`config.mk`:
```
export PLATFORM = sky130hd
export DESIGN_NAME = rob_flat
export DESIGN_NICKNAME = d
export VERILOG_FILES = /design/src/rtl/rob_if.sv /design/src/rtl/rob.sv /design/src/flat_wrapper.sv
export SDC_FILE = /design/constraint.sdc
export NUM_CORES = 2
export LEC_CHECK = 0
export ABC_CLOCK_PERIOD_IN_PS = 32600
export BUFFER_PORTS_ARGS = -buffer_cell sky130_fd_sc_hd__buf_4
export CORE_MARGIN = 4
export CORE_UTILIZATION = 44
export DETAILED_ROUTE_END_ITERATION = 8
export MAX_ROUTING_LAYER = met4
export PLACE_DENSITY = 0.71
export SLEW_MARGIN = 0
export SYNTH_ARGS = -nofsm -noshare
export SYNTH_HDL_FRONTEND = slang
export SYNTH_SLANG_ARGS = --single-unit
export TNS_END_PERCENT = 30
```
`constraint.sdc`:
```
create_clock -name clk_in -period 32.6 [get_ports clk_in]
set_input_delay 6.52 -clock clk_in [delete_from_list [all_inputs] [get_ports clk_in]]
set_output_delay 6.52 -clock clk_in [all_outputs]
set_load 0.01 [all_outputs]
```
`src/rtl/rob_if.sv`:
```
// Signal bundle between the reorder buffer and its neighbours: decoder issue/query, CDB, RF update ports, LSB store commit and flush.
// The ROB connects through the slave modport; the decoder/CDB/RF side connects through master.
interface rob_if #(
    parameter int ROB_SIZE_BIT = 3
);
    logic                    issue_valid;
    logic [1:0]              issue_type;
    logic [4:0]              issue_rd;
    logic                    issue_ready;
    logic [31:0]             issue_val;
    logic                    issue_pred_taken;
    logic [31:0]             issue_alt_pc;
    logic [ROB_SIZE_BIT-1:0] issue_id;
    logic                    rob_full;

    logic                    cdb_valid;
    logic [ROB_SIZE_BIT-1:0] cdb_id;
    logic [31:0]             cdb_val;
    logic                    cdb_taken;

    logic [ROB_SIZE_BIT-1:0] qry1_id;
    logic [ROB_SIZE_BIT-1:0] qry2_id;
    logic                    qry1_ready;
    logic                    qry2_ready;
    logic [31:0]             qry1_val;
    logic [31:0]             qry2_val;

    logic                    rf_upd_dep_en;
    logic [4:0]              rf_upd_dep_id;
    logic [ROB_SIZE_BIT-1:0] rf_upd_dep;
    logic                    rf_upd_val_en;
    logic [4:0]              rf_upd_val_id;
    logic [ROB_SIZE_BIT-1:0] rf_upd_val_dep;
    logic [31:0]             rf_upd_val;

    logic                    store_commit_en;
    logic [ROB_SIZE_BIT-1:0] store_commit_id;
    logic                    rob_clear;
    logic [31:0]             clear_pc;

    modport master (
        output issue_valid, issue_type, issue_rd, issue_ready, issue_val, issue_pred_taken, issue_alt_pc,
        output cdb_valid, cdb_id, cdb_val, cdb_taken, qry1_id, qry2_id,
        input  issue_id, rob_full, qry1_ready, qry2_ready, qry1_val, qry2_val,
        input  rf_upd_dep_en, rf_upd_dep_id, rf_upd_dep, rf_upd_val_en, rf_upd_val_id, rf_upd_val_dep, rf_upd_val,
        input  store_commit_en, store_commit_id, rob_clear, clear_pc
    );

    modport slave (
        input  issue_valid, issue_type, issue_rd, issue_ready, issue_val, issue_pred_taken, issue_alt_pc,
        input  cdb_valid, cdb_id, cdb_val, cdb_taken, qry1_id, qry2_id,
        output issue_id, rob_full, qry1_ready, qry2_ready, qry1_val, qry2_val,
        output rf_upd_dep_en, rf_upd_dep_id, rf_upd_dep, rf_upd_val_en, rf_upd_val_id, rf_upd_val_dep, rf_upd_val,
        output store_commit_en, store_commit_id, rob_clear, clear_pc
    );
endinterface

```
`src/rtl/rob.sv`:
```
// Reorder buffer: in-order allocate, out-of-order CDB completion, one in-order commit per cycle; issue stalls on full (registered count).
// Mispredicted branch/jump commits raise a one-cycle flush the next cycle. Define ROB_COMMIT_TRACE_EN for a per-commit trace.
module rob #(
    parameter int ROB_SIZE_BIT = 3
) (
    input  logic  clk_in,
    input  logic  rst_in,
    input  logic  rdy_in,
    rob_if.slave  bus
);
    localparam int ROB_SIZE = 1 << ROB_SIZE_BIT;
    localparam logic [ROB_SIZE_BIT:0] FULL_COUNT = {1'b1, {ROB_SIZE_BIT{1'b0}}};
    localparam logic [ROB_SIZE_BIT:0] CNT_ONE    = {{ROB_SIZE_BIT{1'b0}}, 1'b1};
    localparam logic [1:0] T_REG    = 2'd0;
    localparam logic [1:0] T_STORE  = 2'd1;
    localparam logic [1:0] T_JUMP   = 2'd3;

    typedef logic [ROB_SIZE_BIT-1:0] idx_t;
    localparam idx_t IDX_ONE = {{(ROB_SIZE_BIT-1){1'b0}}, 1'b1};

    idx_t                  head_q;
    idx_t                  tail_q;
    logic [ROB_SIZE_BIT:0] count_q;
    logic [ROB_SIZE-1:0]   busy_q;
    logic [ROB_SIZE-1:0]   ready_q;
    logic [ROB_SIZE-1:0]   pred_q;
    logic [ROB_SIZE-1:0]   taken_q;
    logic [1:0]            type_q [ROB_SIZE];
    logic [4:0]            rd_q   [ROB_SIZE];
    logic [31:0]           val_q  [ROB_SIZE];
    logic [31:0]           alt_q  [ROB_SIZE];
    logic                  clear_q;
    logic [31:0]           clear_pc_q;

    logic full;
    logic issue_acc;
    logic commit;
    logic head_writes_rd;
    logic mispredict;
    logic q1_hit;
    logic q2_hit;

    assign full           = (count_q == FULL_COUNT);
    assign issue_acc      = ~rst_in & rdy_in & bus.issue_valid & ~full & ~clear_q;
    assign commit         = rdy_in & ~clear_q & busy_q[head_q] & ready_q[head_q];
    assign head_writes_rd = (type_q[head_q] == T_REG) | (type_q[head_q] == T_JUMP);
    // Types 2 and 3 (branch, jump) are exactly the ones with bit 1 set.
    assign mispredict     = commit & type_q[head_q][1] & (taken_q[head_q] != pred_q[head_q]);

    assign bus.rob_full        = full;
    assign bus.issue_id        = tail_q;
    assign bus.rf_upd_dep_en   = issue_acc & ((bus.issue_type == T_REG) | (bus.issue_type == T_JUMP));
    assign bus.rf_upd_dep_id   = bus.issue_rd;
    assign bus.rf_upd_dep      = tail_q;
    assign bus.rf_upd_val_en   = commit & head_writes_rd;
    assign bus.rf_upd_val_id   = rd_q[head_q];
    assign bus.rf_upd_val_dep  = head_q;
    assign bus.rf_upd_val      = val_q[head_q];
    assign bus.store_commit_en = commit & (type_q[head_q] == T_STORE);
    assign bus.store_commit_id = head_q;
    assign bus.rob_clear       = clear_q;
    assign bus.clear_pc        = clear_pc_q;

    // Operand lookup bypasses a result being broadcast this very cycle.
    assign q1_hit         = bus.cdb_valid & (bus.cdb_id == bus.qry1_id);
    assign q2_hit         = bus.cdb_valid & (bus.cdb_id == bus.qry2_id);
    assign bus.qry1_ready = ready_q[bus.qry1_id] | q1_hit;
    assign bus.qry2_ready = ready_q[bus.qry2_id] | q2_hit;
    assign bus.qry1_val   = q1_hit ? bus.cdb_val : val_q[bus.qry1_id];
    assign bus.qry2_val   = q2_hit ? bus.cdb_val : val_q[bus.qry2_id];

    always_ff @(posedge clk_in or posedge rst_in) begin
        if (rst_in) begin
            head_q     <= '0;
            tail_q     <= '0;
            count_q    <= '0;
            busy_q     <= '0;
            ready_q    <= '0;
            pred_q     <= '0;
            taken_q    <= '0;
            clear_q    <= 1'b0;
            clear_pc_q <= '0;
            for (int i = 0; i < ROB_SIZE; i++) begin
                type_q[i] <= '0;
                rd_q[i]   <= '0;
                val_q[i]  <= '0;
                alt_q[i]  <= '0;
            end
        end else if (rdy_in) begin
            if (clear_q) begin
                head_q  <= '0;
                tail_q  <= '0;
                count_q <= '0;
                busy_q  <= '0;
                ready_q <= '0;
                clear_q <= 1'b0;
            end else begin
                if (bus.cdb_valid && busy_q[bus.cdb_id]) begin
                    ready_q[bus.cdb_id] <= 1'b1;
                    val_q[bus.cdb_id]   <= bus.cdb_val;
                    taken_q[bus.cdb_id] <= bus.cdb_taken;
                end
                if (issue_acc) begin
                    busy_q[tail_q]  <= 1'b1;
                    ready_q[tail_q] <= bus.issue_ready;
                    type_q[tail_q]  <= bus.issue_type;
                    rd_q[tail_q]    <= bus.issue_rd;
                    val_q[tail_q]   <= bus.issue_val;
                    pred_q[tail_q]  <= bus.issue_pred_taken;
                    // Entries resolved at issue can never mispredict.
                    taken_q[tail_q] <= bus.issue_pred_taken;
                    alt_q[tail_q]   <= bus.issue_alt_pc;
                    tail_q          <= tail_q + IDX_ONE;
                end
                // Placed after the CDB write so a retiring head is freed even if broadcast again.
                if (commit) begin
                    busy_q[head_q]  <= 1'b0;
                    ready_q[head_q] <= 1'b0;
                    head_q          <= head_q + IDX_ONE;
                end
                case ({issue_acc, commit})
                    2'b10:   count_q <= count_q + CNT_ONE;
                    2'b01:   count_q <= count_q - CNT_ONE;
                    default: count_q <= count_q;
                endcase
                clear_q <= mispredict;
                if (mispredict) clear_pc_q <= alt_q[head_q];
            end
        end
    end

`ifdef ROB_COMMIT_TRACE_EN
    logic [31:0] cycle_q;

    always_ff @(posedge clk_in or posedge rst_in) begin
        if (rst_in) cycle_q <= '0;
        else        cycle_q <= cycle_q + 32'd1;
    end

    always_ff @(posedge clk_in) begin
        if (!rst_in && commit)
            $display("rob commit: cycle=%0d id=%0d type=%0d rd=%0d val=%08h mispredict=%0b",
                     cycle_q, head_q, type_q[head_q], rd_q[head_q], val_q[head_q], mispredict);
    end
`endif
endmodule

```
`src/flat_wrapper.sv`:
```
// flat-port wrapper written by rule: the top's interface ports become plain ports
module rob_flat 
#(
    parameter int ROB_SIZE_BIT = 3
)
  (clk_in, rst_in, rdy_in, bus_issue_valid, bus_issue_type, bus_issue_rd, bus_issue_ready, bus_issue_val, bus_issue_pred_taken, bus_issue_alt_pc, bus_cdb_valid, bus_cdb_id, bus_cdb_val, bus_cdb_taken, bus_qry1_id, bus_qry2_id, bus_issue_id, bus_rob_full, bus_qry1_ready, bus_qry2_ready, bus_qry1_val, bus_qry2_val, bus_rf_upd_dep_en, bus_rf_upd_dep_id, bus_rf_upd_dep, bus_rf_upd_val_en, bus_rf_upd_val_id, bus_rf_upd_val_dep, bus_rf_upd_val, bus_store_commit_en, bus_store_commit_id, bus_rob_clear, bus_clear_pc);
  rob_if #(.ROB_SIZE_BIT(ROB_SIZE_BIT)) bus_i ();
  input  logic clk_in;
  input  logic rst_in;
  input  logic rdy_in;
  input wire logic [$bits(bus_i.issue_valid)-1:0] bus_issue_valid;
  input wire logic [$bits(bus_i.issue_type)-1:0] bus_issue_type;
  input wire logic [$bits(bus_i.issue_rd)-1:0] bus_issue_rd;
  input wire logic [$bits(bus_i.issue_ready)-1:0] bus_issue_ready;
  input wire logic [$bits(bus_i.issue_val)-1:0] bus_issue_val;
  input wire logic [$bits(bus_i.issue_pred_taken)-1:0] bus_issue_pred_taken;
  input wire logic [$bits(bus_i.issue_alt_pc)-1:0] bus_issue_alt_pc;
  input wire logic [$bits(bus_i.cdb_valid)-1:0] bus_cdb_valid;
  input wire logic [$bits(bus_i.cdb_id)-1:0] bus_cdb_id;
  input wire logic [$bits(bus_i.cdb_val)-1:0] bus_cdb_val;
  input wire logic [$bits(bus_i.cdb_taken)-1:0] bus_cdb_taken;
  input wire logic [$bits(bus_i.qry1_id)-1:0] bus_qry1_id;
  input wire logic [$bits(bus_i.qry2_id)-1:0] bus_qry2_id;
  output wire logic [$bits(bus_i.issue_id)-1:0] bus_issue_id;
  output wire logic [$bits(bus_i.rob_full)-1:0] bus_rob_full;
  output wire logic [$bits(bus_i.qry1_ready)-1:0] bus_qry1_ready;
  output wire logic [$bits(bus_i.qry2_ready)-1:0] bus_qry2_ready;
  output wire logic [$bits(bus_i.qry1_val)-1:0] bus_qry1_val;
  output wire logic [$bits(bus_i.qry2_val)-1:0] bus_qry2_val;
  output wire logic [$bits(bus_i.rf_upd_dep_en)-1:0] bus_rf_upd_dep_en;
  output wire logic [$bits(bus_i.rf_upd_dep_id)-1:0] bus_rf_upd_dep_id;
  output wire logic [$bits(bus_i.rf_upd_dep)-1:0] bus_rf_upd_dep;
  output wire logic [$bits(bus_i.rf_upd_val_en)-1:0] bus_rf_upd_val_en;
  output wire logic [$bits(bus_i.rf_upd_val_id)-1:0] bus_rf_upd_val_id;
  output wire logic [$bits(bus_i.rf_upd_val_dep)-1:0] bus_rf_upd_val_dep;
  output wire logic [$bits(bus_i.rf_upd_val)-1:0] bus_rf_upd_val;
  output wire logic [$bits(bus_i.store_commit_en)-1:0] bus_store_commit_en;
  output wire logic [$bits(bus_i.store_commit_id)-1:0] bus_store_commit_id;
  output wire logic [$bits(bus_i.rob_clear)-1:0] bus_rob_clear;
  output wire logic [$bits(bus_i.clear_pc)-1:0] bus_clear_pc;
  assign bus_i.issue_valid = bus_issue_valid;
  assign bus_i.issue_type = bus_issue_type;
  assign bus_i.issue_rd = bus_issue_rd;
  assign bus_i.issue_ready = bus_issue_ready;
  assign bus_i.issue_val = bus_issue_val;
  assign bus_i.issue_pred_taken = bus_issue_pred_taken;
  assign bus_i.issue_alt_pc = bus_issue_alt_pc;
  assign bus_i.cdb_valid = bus_cdb_valid;
  assign bus_i.cdb_id = bus_cdb_id;
  assign bus_i.cdb_val = bus_cdb_val;
  assign bus_i.cdb_taken = bus_cdb_taken;
  assign bus_i.qry1_id = bus_qry1_id;
  assign bus_i.qry2_id = bus_qry2_id;
  assign bus_issue_id = bus_i.issue_id;
  assign bus_rob_full = bus_i.rob_full;
  assign bus_qry1_ready = bus_i.qry1_ready;
  assign bus_qry2_ready = bus_i.qry2_ready;
  assign bus_qry1_val = bus_i.qry1_val;
  assign bus_qry2_val = bus_i.qry2_val;
  assign bus_rf_upd_dep_en = bus_i.rf_upd_dep_en;
  assign bus_rf_upd_dep_id = bus_i.rf_upd_dep_id;
  assign bus_rf_upd_dep = bus_i.rf_upd_dep;
  assign bus_rf_upd_val_en = bus_i.rf_upd_val_en;
  assign bus_rf_upd_val_id = bus_i.rf_upd_val_id;
  assign bus_rf_upd_val_dep = bus_i.rf_upd_val_dep;
  assign bus_rf_upd_val = bus_i.rf_upd_val;
  assign bus_store_commit_en = bus_i.store_commit_en;
  assign bus_store_commit_id = bus_i.store_commit_id;
  assign bus_rob_clear = bus_i.rob_clear;
  assign bus_clear_pc = bus_i.clear_pc;
  rob #(.ROB_SIZE_BIT(ROB_SIZE_BIT)) u_core (.clk_in(clk_in), .rst_in(rst_in), .rdy_in(rdy_in), .bus(bus_i));
endmodule
```
==> flow_summary.yaml <==
placement:
  io_buffers: 276
  gp_congestion: 0.914
  place_inst: 4456
  post-dp-hpwl_um: 71000
finish:
  fillers: 6961
  final_cell_count_no_fill: 4599
  layout_commonest_cell: "dfrtp_1"
  drive_gt1_frac: 0.250
  area_growth_pct: 15.0
  layout_common_cells: "dfrtp_1, nand2_1, nor2_1, a21oi_1, buf_4"
  nets: 3616
sta:
  worstMarginPinSlew_ns: 1.28
  setup-violations-final: 0
  finalHoldViolCount: 0
  rsz0062_at_grt: "false"
  setup_total_negative_slack_ns: 0
  whs_ns: 0.471
  layout_min_cycle_time_ns: 15.65
  maxSlewHeadroom: 0.145
  fmax_mhz: 63.9
  fin_crit_sh: 0.480
  skew_ns: 0.0271
  finalMaxSlewViolations: 0
yosys:
  seq_area_frac_synth: 0.466
  synth_top_area_cell: "dfrtp_1"
  syn_nets: 3582
  synth_edf_count: 0
  ys_seq_elements: 643
  synth_area_leaders: "dfrtp_1, mux4_2, mux2_2, nand2_1, a21oi_1"
  ys_async_sr_fraction: 1.00
  netlist_area_um2: 34500
  ys_warn_count: 0
  synth_cells: 3455
  syn-mean-instance-area_um2: 9.99
  dominantRegCellSynth: "dfrtp_1"
  yosysUniqueCellTypes: 52
  yosysTopAreaCellShare: 0.466
setup_path:
  crit_chain: "buf_4, buf_4, xnor2_1, nand4_1, buf_4, nor2_1, a21oi_1, buf_4"
  worstSetupPathType: "in2out"
  cp.arrival_ns: 9.13
  start_kind: "input pin"
  cp.required_ns: 26.08
  crit_path_end_kind: "output pin"
  slowest_stage: "buf_4"
  slowest_delay_ns: 0.76
  crit_top_cell: "buf_4"
  critPathMaxFanout: 65
  r2r.worst_path.cells: 8
hold_path:
  hold_path_class: "reg2reg"
  hold_depth: 2
pwr:
  power_density_nw_per_um2: 88.7
  max-vdd-ir-drop_mv: 0.0681
  p_leak_nw: 18.1
  power.total_mw: 3.52
floorplanning:
  row_count: 102
  initial_core_util: 0.445
  ios: 277
  die-height_um: 288
  die_w_um: 288
  die_area_um2: 83000
  core_um2: 77600
detailed_routing:
  ant_nets: 0
  firstDrtPassIters: 6
  drc_errors: 0
  drtIter0Drc: 4450
  dr_total_vias: 30237
  post_drt_wl_per_cell_um: 27.4
  wl_um: 126000
  viasPerCell: 6.57
cts:
  cts_tree: "yes"
  h-tree-depth: 3
  cts.path.max_buffers: 3
  hold_buffers: 0
  ctsRootBufferMaster: "clkbuf_16"
  cts_setup_buffers: 0
  cts_buffers: 71
  cts_resized: 0
  clock-sinks: 643
  clock_latency_ns: 0.64
  path_clk_slew_ns: 0.06
global_routing:
  grt_max_degree: 188
  groute.usage.overall: 0.306
  antenna_found_initial: 14
  globalRouteOverflowTotal: 0
  grt_pass1_wl_um: 189000
  grt_pass1_vias: 29692
run_status:
  outcome: "finished clean"
flow_run:
  drv_cap: 0
## routing by layer
metal	track usage	vias up	wire length, µm
met5	-	-	0
met1	0.386	14853	46000
met4	0.138	0	6050
li1	-	12634	-
met3	0.0907	499	16300
met2	0.458	2251	57400
## Yosys cell counts, types with 11 or more instances
| master | count |
|---|---|
| nand2_1 | 526 |
| mux2_2 | 206 |
| mux4_2 | 143 |
| nor2_1 | 380 |
| a21oi_1 | 376 |
| o21ai_0 | 24 |
| o22ai_1 | 280 |
| nand4_1 | 28 |
| dfrtp_1 | 643 |
| mux2i_1 | 101 |
| nand3_1 | 23 |
| a221oi_1 | 51 |
| inv_1 | 16 |
| buf_4 | 11 |
| clkbuf_1 | 245 |
| xnor2_1 | 12 |
| buf_2 | 11 |
| mux2_4 | 29 |
| buf_1 | 107 |
| a22o_1 | 15 |
| a22oi_1 | 139 |
## cell type report
type                            instances  area, µm²  share of cell area
Antenna cell                           14       35.0            0.000883
Sequential cell                       643      16100               0.406
Timing Repair Buffer                  340       2560              0.0646
Clock inverter                         31        458              0.0115
Inverter                               16       67.6             0.00170
Tap cell                             1040       1300              0.0328
Multi-Input combinational cell       2417      17100               0.432
Clock buffer                           98       2030              0.0511
## registers in the layout, indices dropped and copies added (netlist names)
register and count:
u_core.alt_q 256, u_core.val_q 256, u_core.rd_q 40, u_core.bus.clear_pc 32, u_core.type_q 16, u_core.busy_q 8, u_core.pred_q 8, u_core.ready_q 8
u_core.taken_q 8, u_core.count_q 4, u_core.bus.issue_id 3, u_core.bus.rf_upd_val_dep 3, u_core.bus.rob_clear 1
## through the flow
step,instance area [µm²],utilization,worst slack [ns]
floorplan,34500,-,8.07
global placement,37200,0.479,16.97
detailed placement,37200,0.479,16.95
CTS,39600,0.511,16.95
global route,39700,0.511,16.67
finish,39700,0.511,16.95
## final timing paths
check | endpoint | startpoint | slack, ns
min reg2reg | u_core.alt_q[53] | u_core.alt_q[53] | 0.47
min in group asynchronous | u_core.count_q[1] | rst_in | 6.04
max | bus_qry2_val[2] | bus_qry2_id[0] | 16.95
max in group asynchronous | u_core.bus.clear_pc[6] | rst_in | 24.14
max reg2reg | u_core.bus.clear_pc[6] | u_core.bus.rf_upd_val_dep[1] | 28.10
min | u_core.alt_q[53] | u_core.alt_q[53] | 0.47
## power by group
| group | switching [mW] | internal (mW) |
|---|---|---|
| registers | 0.284 | 1.09 |
| clock network | 0.359 | 0.499 |
| logic | 0.688 | 0.600 |
| total | 1.33 | 2.19 |
## critical path: cells and delay by family
| kind | cells | cell delay [ns] |
|---|---|---|
| buffers and inverters | 4 | 1.98 |
| AND/OR/NAND/NOR | 2 | 0.20 |
| AO/OA/AOI/OAI | 1 | 0.19 |
| XOR/XNOR | 1 | 0.13 |
## cell families (layout without fill, tap and decap cells)
group / count (synthesis) / count (layout) / synth area share
mux: 479 / 479 / 0.202
compound gates: 914 / 914 / 0.164
flops: 643 / 643 / 0.466
other cells: 0 / 14 / 0
simple gates: 1003 / 1003 / 0.116
xor+xnor: 14 / 14 / 0.00355
fa+ha+maj: 7 / 7 / 0.00254
buf+inv: 395 / 485 / 0.0455
(Power assumes the default switching activity.)
